--- src/rtl/pattern_stream_pkg.sv ---
// Shared constants and width helpers for the pattern stream controller and its matcher.
package pattern_stream_pkg;

    localparam logic [0:0] ST_IDLE  = 1'b0;
    localparam logic [0:0] ST_SHIFT = 1'b1;

    // Power-up configuration reproduces the legacy fixed "101" detector.
    localparam int   DEF_PATTERN = 5;
    localparam int   DEF_LEN     = 3;
    localparam logic DEF_OVERLAP = 1'b1;

    function automatic int len_width(input int pat_max);
        return $clog2(pat_max + 1);
    endfunction

    function automatic int bitcnt_width(input int data_w);
        return (data_w > 1) ? $clog2(data_w) : 1;
    endfunction

endpackage

--- src/rtl/pattern_stream_ctrl_matcher.sv ---
// Programmable Mealy pattern matcher: keeps a bit history and flags a match in the
// same cycle the final pattern bit is presented.
module pattern_matcher
    import pattern_stream_pkg::*;
#(
    parameter int PAT_MAX = 8,
    parameter int LEN_W   = len_width(PAT_MAX)
) (
    input  logic               clk,
    input  logic               reset,
    input  logic               bit_valid,
    input  logic               bit_in,
    input  logic [PAT_MAX-1:0] pattern,
    input  logic [LEN_W-1:0]   len,
    input  logic               overlap,
    input  logic               clear,
    output logic               match
);

    logic [PAT_MAX-1:0] hist;
    logic [PAT_MAX-1:0] window;
    logic [PAT_MAX-1:0] mask;
    logic [LEN_W-1:0]   seen;
    logic               enough;

    // Newest bit sits at window[0] and lines up with pattern[0].
    assign window = {hist[PAT_MAX-2:0], bit_in};

    always_comb begin
        mask = '0;
        for (int i = 0; i < PAT_MAX; i++) begin
            mask[i] = (i < int'(len));
        end
    end

    assign enough = (len != '0) && (seen >= len - LEN_W'(1));
    assign match  = bit_valid && enough && (((window ^ pattern) & mask) == '0);

    always_ff @(posedge clk or posedge reset) begin
        if (reset) begin
            hist <= '0;
            seen <= '0;
        end else if (clear) begin
            hist <= '0;
            seen <= '0;
        end else if (bit_valid) begin
            if (match && !overlap) begin
                hist <= '0;
                seen <= '0;
            end else begin
                hist <= window;
                if (seen != LEN_W'(PAT_MAX)) begin
                    seen <= seen + LEN_W'(1);
                end
            end
        end
    end

endmodule

--- src/rtl/pattern_stream_ctrl.sv ---
// Byte-to-bit serialiser feeding a programmable pattern matcher, with config
// registers and a saturating match counter.
module pattern_stream_ctrl
    import pattern_stream_pkg::*;
#(
    parameter int DATA_W  = 8,
    parameter int PAT_MAX = 8,
    parameter int CNT_W   = 16
) (
    input  logic                        clk,
    input  logic                        reset,
    input  logic                        cfg_we,
    input  logic [PAT_MAX-1:0]          cfg_pattern,
    input  logic [len_width(PAT_MAX)-1:0] cfg_len,
    input  logic                        cfg_overlap,
    output logic                        cfg_err,
    input  logic                        s_valid,
    output logic                        s_ready,
    input  logic [DATA_W-1:0]           s_data,
    output logic                        busy,
    output logic                        ser_bit,
    output logic                        out,
    input  logic                        cnt_clr,
    output logic [CNT_W-1:0]            match_cnt
);

    localparam int LEN_W = len_width(PAT_MAX);
    localparam int BC_W  = bitcnt_width(DATA_W);
    localparam logic [BC_W-1:0] BC_LAST = BC_W'(DATA_W - 1);

    logic [0:0]         state;
    logic [DATA_W-1:0]  shreg;
    logic [BC_W-1:0]    bitcnt;
    logic [PAT_MAX-1:0] pattern_q;
    logic [LEN_W-1:0]   len_q;
    logic               overlap_q;
    logic               cfg_take;
    logic               match;

    // Handshake: a word transfers on any rising edge where s_valid && s_ready;
    // s_ready is high in IDLE and on the last bit cycle of the word being shifted,
    // and s_data must stay stable while s_valid is high and s_ready is low.
    assign busy     = (state == ST_SHIFT);
    assign s_ready  = (state == ST_IDLE) || (bitcnt == '0);
    assign ser_bit  = busy && shreg[DATA_W-1];
    assign cfg_take = cfg_we && !busy;
    assign out      = match;

    always_ff @(posedge clk or posedge reset) begin
        if (reset) begin
            state  <= ST_IDLE;
            shreg  <= '0;
            bitcnt <= '0;
        end else begin
            case (state)
                ST_IDLE: begin
                    if (s_valid) begin
                        shreg  <= s_data;
                        bitcnt <= BC_LAST;
                        state  <= ST_SHIFT;
                    end
                end
                default: begin
                    if (bitcnt == '0) begin
                        // Reload on the last bit so consecutive words leave no gap.
                        if (s_valid) begin
                            shreg  <= s_data;
                            bitcnt <= BC_LAST;
                        end else begin
                            state <= ST_IDLE;
                        end
                    end else begin
                        shreg  <= {shreg[DATA_W-2:0], 1'b0};
                        bitcnt <= bitcnt - BC_W'(1);
                    end
                end
            endcase
        end
    end

    always_ff @(posedge clk or posedge reset) begin
        if (reset) begin
            pattern_q <= PAT_MAX'(DEF_PATTERN);
            len_q     <= LEN_W'(DEF_LEN);
            overlap_q <= DEF_OVERLAP;
            cfg_err   <= 1'b0;
        end else begin
            cfg_err <= cfg_we && busy;
            if (cfg_take) begin
                pattern_q <= cfg_pattern;
                len_q     <= (cfg_len > LEN_W'(PAT_MAX)) ? LEN_W'(PAT_MAX) : cfg_len;
                overlap_q <= cfg_overlap;
            end
        end
    end

    always_ff @(posedge clk or posedge reset) begin
        if (reset) begin
            match_cnt <= '0;
        end else if (cnt_clr) begin
            match_cnt <= match ? CNT_W'(1) : '0;
        end else if (match && !(&match_cnt)) begin
            match_cnt <= match_cnt + CNT_W'(1);
        end
    end

    pattern_matcher #(
        .PAT_MAX (PAT_MAX),
        .LEN_W   (LEN_W)
    ) u_matcher (
        .clk       (clk),
        .reset     (reset),
        .bit_valid (busy),
        .bit_in    (ser_bit),
        .pattern   (pattern_q),
        .len       (len_q),
        .overlap   (overlap_q),
        .clear     (cfg_take),
        .match     (match)
    );

endmodule

--- config.mk ---
export PLATFORM = sky130hd
export DESIGN_NAME = pattern_stream_ctrl
export DESIGN_NICKNAME = d
export VERILOG_FILES = /design/src/rtl/pattern_stream_pkg.sv /design/src/rtl/pattern_stream_ctrl_matcher.sv /design/src/rtl/pattern_stream_ctrl.sv
export SDC_FILE = /design/constraint.sdc
export NUM_CORES = 1
export LEC_CHECK = 0
export ABC_AREA = 1
export BUFFER_PORTS_ARGS = -buffer_cell sky130_fd_sc_hd__buf_2
export CAP_MARGIN = 5
export CORE_ASPECT_RATIO = 0.5
export CORE_MARGIN = 2
export CORE_UTILIZATION = 40
export DETAILED_ROUTE_END_ITERATION = 8
export PLACE_DENSITY = 0.67
export SETUP_SLACK_MARGIN = 0.05
export SKIP_LAST_GASP = 1
export SLEW_MARGIN = 15
export SYNTH_ARGS = -nofsm -noshare
export SYNTH_HDL_FRONTEND = slang
export SYNTH_SLANG_ARGS = --single-unit
export TNS_END_PERCENT = 5
--- constraint.sdc ---
create_clock -name clk -period 4 [get_ports clk]
set_clock_uncertainty 0.1 [all_clocks]
set_input_delay 0.4 -clock clk [delete_from_list [all_inputs] [get_ports clk]]
set_output_delay 0.4 -clock clk [all_outputs]
set_load 0.02 [all_outputs]
After elaboration in Yosys (flattened, before gate mapping). Index checks and enable logic that the tools add are counted.

Output and inout port bits: 21. Input bits: 26. Bits in registers: 53.

Reduce and logical (&&, ||, !) cells: 20. Muxes and demuxes: 20. Order comparisons: 10. Equality and inequality tests: 1. Add/sub/neg operators: 4. Bitwise operators: 3.

Operators with widths (count): 2-to-1 mux 16 bit (2); 2-to-1 mux 8 bit (3); 2-to-1 mux 7 bit (3); 2-to-1 mux 4 bit (5); adder 16 x 1 -> 16 bit, second input constant (1); less-than comparator 3 x 4 -> 1 bit, first input constant (4); AND reduction 16 bit (1); 2-to-1 mux 3 bit (3); AND 8 bit (1); logical AND 1 bit (8); zero test 8 bit (1); less-than comparator 1 x 4 -> 1 bit, first input constant (2); less-than comparator 2 x 4 -> 1 bit, first input constant (2); XOR 8 bit (1); adder 4 x 1 -> 4 bit, second input constant (1); greater-or-equal comparator 4 bit (1); > comparator 4 bit, second input constant (1); 2-to-1 mux 1 bit (4); inequality test 4 bit, second input constant (1); nonzero test 2 bit (2); nonzero test 4 bit (1); subtractor 4 x 1 -> 4 bit, second input constant (1); zero test 1 bit (3); zero test 3 bit (1); 5 further kinds (5).

Depth between registers and ports, before layout.
Depth after elaboration: 9. Depth in mapped cells: 14.

By module. A second synthesis with hierarchy kept.

Cell total of the unflattened synthesis: 422. Area total of the unflattened synthesis: 3120.5 µm².

Modules (own cells, without submodules): pattern_stream_ctrl (cells an instance 275, area an instance 2122.0 µm², instances 1, seq. area each 1057.3 µm²); pattern_matcher (cells an instance 147, area an instance 998.5 µm², instances 1, seq. area each 275.3 µm²).

Worst setup path after synthesis. No wires, ideal clock.

Kind: reg2out. Start point: register len_q[0]. End point: output out. Data arrival time: 1.823 ns. Slack: 1.677 ns. Cell stages (with the launch flop): 12. Required time: 3.500 ns. Path buffers: 1. Cells stage by stage: dfstp_2 > inv_1 > ha_1 > xnor2_1 > ha_1 > nand2_1 > inv_1 > a21oi_1 > nor2_1 > nand2_1 > inv_2 > buf_4.

Longest elaborated chain between the ends: 5.

Ends and longest elaborated chain: from (decl) (line pattern_stream_ctrl.sv:35) `logic [LEN_W-1:0] len_q;`; from (signal assigned) (line pattern_stream_ctrl.sv:84) `len_q <= LEN_W'(DEF_LEN);`; from (signal assigned) (line pattern_stream_ctrl.sv:91) `len_q <= (cfg_len > LEN_W'(PAT_MAX)) ? LEN_W'(PAT_MAX) : cfg_len;`; subtractor 4 x 1 -> 4 bit (line pattern_stream_ctrl_matcher.sv:36) `assign enough = (len != '0) && (seen >= len - LEN_W'(1));`; greater-or-equal comparator 4 bit (line pattern_stream_ctrl_matcher.sv:36); logical AND 1 bit (line pattern_stream_ctrl_matcher.sv:36); logical AND 1 bit (line pattern_stream_ctrl_matcher.sv:37) `assign match = bit_valid && enough && (((window ^ pattern) & mask) == '0);`; logical AND 1 bit * (line pattern_stream_ctrl_matcher.sv:37); to (decl) (line pattern_stream_ctrl.sv:22) `output logic out,`.

Mark *: on every way between the ends. The rest lies on a longest branch, timed or not.

Worst setup path after layout. Same ends and word-level chain as after synthesis.

==> impl_metrics.csv <==
group,metric,value,unit
floorplanning,fp.dieH,66.27,um
final_layout,layout.cells.non_filler,541,
grt,gr-usage-all-layers,16.57,%
critical_path,worstPathArrival,2440,ps
synth,ys_types,33,
sta,grt_setup_unrepaired,"false",
sta,max_clock_freq,340.3,MHz
grt,antenna_found_initial,0,
detailed_routing,drt_wl_total,6474,um
detailed_routing,dr.pass1.iters,6,
cts,clock_tree_from_tritoncts,"built",
synth,synth.ff_latch_count,53,
pwr,leakage,1.949,nW
floorplanning,design.portCount,47,
critical_path,worst-r2r-setup-slack,1450,ps
sta,holdWs,46.08,ps
pwr,power_frac_comb,37.4,%
cts,clock-sinks,53,
floorplanning,placementRows,22,
pwr,internal-power,1.337,mW
critical_path,path_max_fanout,16,
detailed_routing,route.antenna.remaining_nets,0,
final_layout,finalInstanceArea,3567,um^2
floorplanning,initial_core_util,41.73,%
detailed_routing,viasPerCell,4.811,
critical_path,critical_path_buf_inv_count,4,
critical_path,crit_path_cells,"inv_1, ha_1, xnor2_1, ha_1, nand2_1, inv_1, a21oi_1, nor2_1, nand2_1, inv_2, buf_2",
final_layout,final_layout_size_suffix_gt1_share,17.08,%
synth,synth_warnings,0,
sta,slew_headroom,44.32,%
synth,synth.top_cells.by_area,"dfrtp_1, nand2_1, inv_1, nand3_1, ha_1",
synth,synthesis.instances,402,
synth,synth_edf_count,0,
pwr,p_sw_share,38.05,%
critical_path,cp_slowest_cell,"dfstp_2",
final_layout,n_fill_cell,757,
cts,clock_insertion_delay_worst_skew,300,ps
floorplanning,floorplan.die_area,8517,um^2
final_layout,syn_to_final_growth,15.01,%
placed_design,io_buffer_count,46,
grt,first_global_vias,2374,
synth,synth_top_area_cell,"dfrtp_1",
cts,clkSlewWorstSetupHoldPaths,70,ps
synth,syn_nets,440,
critical_path,setup.worst_path.class,"reg2out",
final_layout,diodes,0,
synth,synth.cell_area,3102,um^2
placed_design,finalWeightedCongestion,0.8309,
grt,first_pass_grt_wire_length,10950,um
sta,finalSetupViolCount,0,
cts,post_cts_buffers,0,
grt,globalRouteOverflowTotal,0,
critical_path,worst_setup_path_end_kind,"output pin",
sta,finalCriticalPeriod,2939,ps
detailed_routing,drt-wirelength-per-cell,11.97,um
worst_hold_path,timing.hold.worst.class,"in2async",
synth,synth_top_area_share,38.73,%
status,outcome,"completed",
placed_design,placed_cells,533,
cts,cts-buffers-inserted,5,
grt,grt_start_max_net_pins,32,
pwr,power_density,604.9,nW/um^2
sta,fin_setup_tns,0,ps
pwr,switchingPower,0.8211,mW
placed_design,placed_cell_area,3403,um^2
pwr,p_seq_share,40.0,%
pwr,max-vdd-ir-drop,252.9,uV
cts,clock-root-buffer,"clkbuf_16",
final_layout,fin_nets,482,
sta,worst_pin_slew,834.3,ps
synth,synth_seq_area_share,42.96,%
flow_run,cap_violations,0,
critical_path,worst-endpoint-required,3500,ps
critical_path,setup.worst_path.start_class,"register",
cts,cts_resized,0,
placed_design,place.detailed.hpwl,4644,um
synth,async_flop_share,100.0,%
critical_path,critical-path-max-stage-delay,550,ps
floorplanning,chipWidth,128.5,um
sta,timing.final.crit_share,73.47,%
detailed_routing,vias,2603,
pwr,pnr_total_power,2.158,mW
cts,htree_depth,2,
sta,finalMaxSlewViolations,0,
pwr,pwr-share-clk,22.7,%
synth,syn-mean-instance-area,7.716,um^2
floorplanning,design.core.area,7432,um^2
detailed_routing,drt_drc_violations_left,0,
sta,finalHoldViolCount,0,
critical_path,cpLargestDelayFamily,"buffers and inverters",
cts,hold_buffers,0,
cts,cts-root-to-sink-buffers,2,
synth,synth_flop_cell,"dfrtp_1",
detailed_routing,drtIter0Drc,142,
[layer usage]
metal / up-vias / global-route usage [%] / share of wire [%]
met5: - / 0 / 0
met4: 0 / 5.842 / 1.4
met3: 7 / 4.773 / 5.1
met2: 42 / 26.99 / 44
met1: 1188 / 21.27 / 49
li1: 1366 / - / -
[cells in the mapped netlist, types with 2 or more instances]
cell type / count
nand2_1: 114
inv_1: 55
dfrtp_1: 48
nand3_1: 39
nand4_1: 19
o21ai_0: 19
xor2_1: 17
nor2_1: 16
ha_1: 12
o21ai_1: 11
a21oi_1: 6
clkbuf_1: 6
inv_2: 6
dfstp_2: 5
nor3_1: 4
xnor2_1: 4
buf_2: 3
buf_1: 2
nor3_2: 2
[worst register-to-register path, delay by kind of cell, from the launching register on]
family,cells,cell delay (ps)
AOI/OAI and AO/OA,1,60
adders and majority gates,2,530
DFF,1,550
buffers and inverters,2,120
xor gates and xnor gates,1,140
and+or+nand+nor,7,920
[flip-flops by register name, summed over array words and instances, names as in the netlist]
signal / flops
shreg: 8
len_q: 4
match_cnt: 16
overlap_q: 1
bitcnt: 3
u_matcher.hist: 7
u_matcher.seen: 4
pattern_q: 8
cfg_err: 1
busy: 1
[cells by family (layout without fill, tap and decap cells)]
| kind of cell | after synthesis | after routing | synth area share (%) |
|---|---|---|---|
| and+or+nand+nor | 202 | 202 | 29.93 |
| adders and majority gates | 12 | 12 | 4.841 |
| xor gates and xnor gates | 21 | 21 | 5.930 |
| AOI/OAI and AO/OA | 39 | 39 | 6.575 |
| muxes | 1 | 1 | 0.3227 |
| DFF | 53 | 53 | 42.96 |
| buffers and inverters | 74 | 117 | 9.439 |
[final timing paths]
check                          startpoint                end  cells after the start
min in group clk           cfg_pattern[4]       pattern_q[4]                      3
hold reg to reg              pattern_q[1]       pattern_q[1]                      2
hold / removal                      reset           shreg[2]                      2
setup / recovery                 len_q[0]                out                     11
max in group asynchronous           reset           len_q[1]                      3
setup reg to reg                 len_q[0]  u_matcher.seen[3]                     13
[stage by stage]
stage	util (%)	worst slack [ps]
after global routing	48.00	889.8
after floorplan	-	1677
after detailed placement	45.79	1386
after global placement	45.79	1446
after CTS	48.00	1053
final	48.00	1061
[placed cells by master, fill, tap and decap left out]
cell | netlist | final
a21o_1 | 1 | 1
a21oi_1 | 6 | 6
a21oi_2 | 1 | 1
a22oi_1 | 1 | 1
buf_2 | 3 | 46
buf_4 | 1 | 2
bufinv_16 | 0 | 1
clkbuf_1 | 6 | 1
clkbuf_16 | 0 | 5
clkinv_2 | 0 | 1
dfrtp_1 | 48 | 48
dfstp_2 | 5 | 5
ha_1 | 12 | 12
inv_1 | 55 | 54
inv_2 | 6 | 7
mux2i_1 | 1 | 1
nand2_1 | 114 | 114
nand2_2 | 1 | 1
nand2_4 | 1 | 1
nand3_1 | 39 | 39
nand3b_1 | 1 | 1
nand4_1 | 19 | 19
nand4_4 | 1 | 1
nor2_1 | 16 | 16
nor2_2 | 1 | 1
nor2_4 | 1 | 1
nor3_1 | 4 | 4
nor3_2 | 2 | 2
nor3_4 | 1 | 1
o21ai_0 | 19 | 19
o21ai_1 | 11 | 11
or2_1 | 1 | 1
xnor2_1 | 4 | 4
xor2_1 | 17 | 17
[power by group through the flow]
stage	clock (mW)	combinational, mW	sequential (mW)
floorplan	0	0.651	0.837
global placement	0	0.794	0.866
detailed placement	0	0.813	0.868
global route	0.526	0.945	0.887
finish	0.489	0.806	0.863
CTS	0.502	0.817	0.862
[final cells by class]
cell class / instances / area [um^2] / area share, %
tap: 96 / 120.1 / 3.367
timing repair buffer: 48 / 245.2 / 6.875
sequential: 53 / 1333 / 37.36
clock inverter: 2 / 35.03 / 0.9821
clock buffer: 6 / 128.9 / 3.613
multi-input combinational: 275 / 1476 / 41.39
inverter: 61 / 229.0 / 6.419
Note: power is estimated with default switching activity, not from simulation.
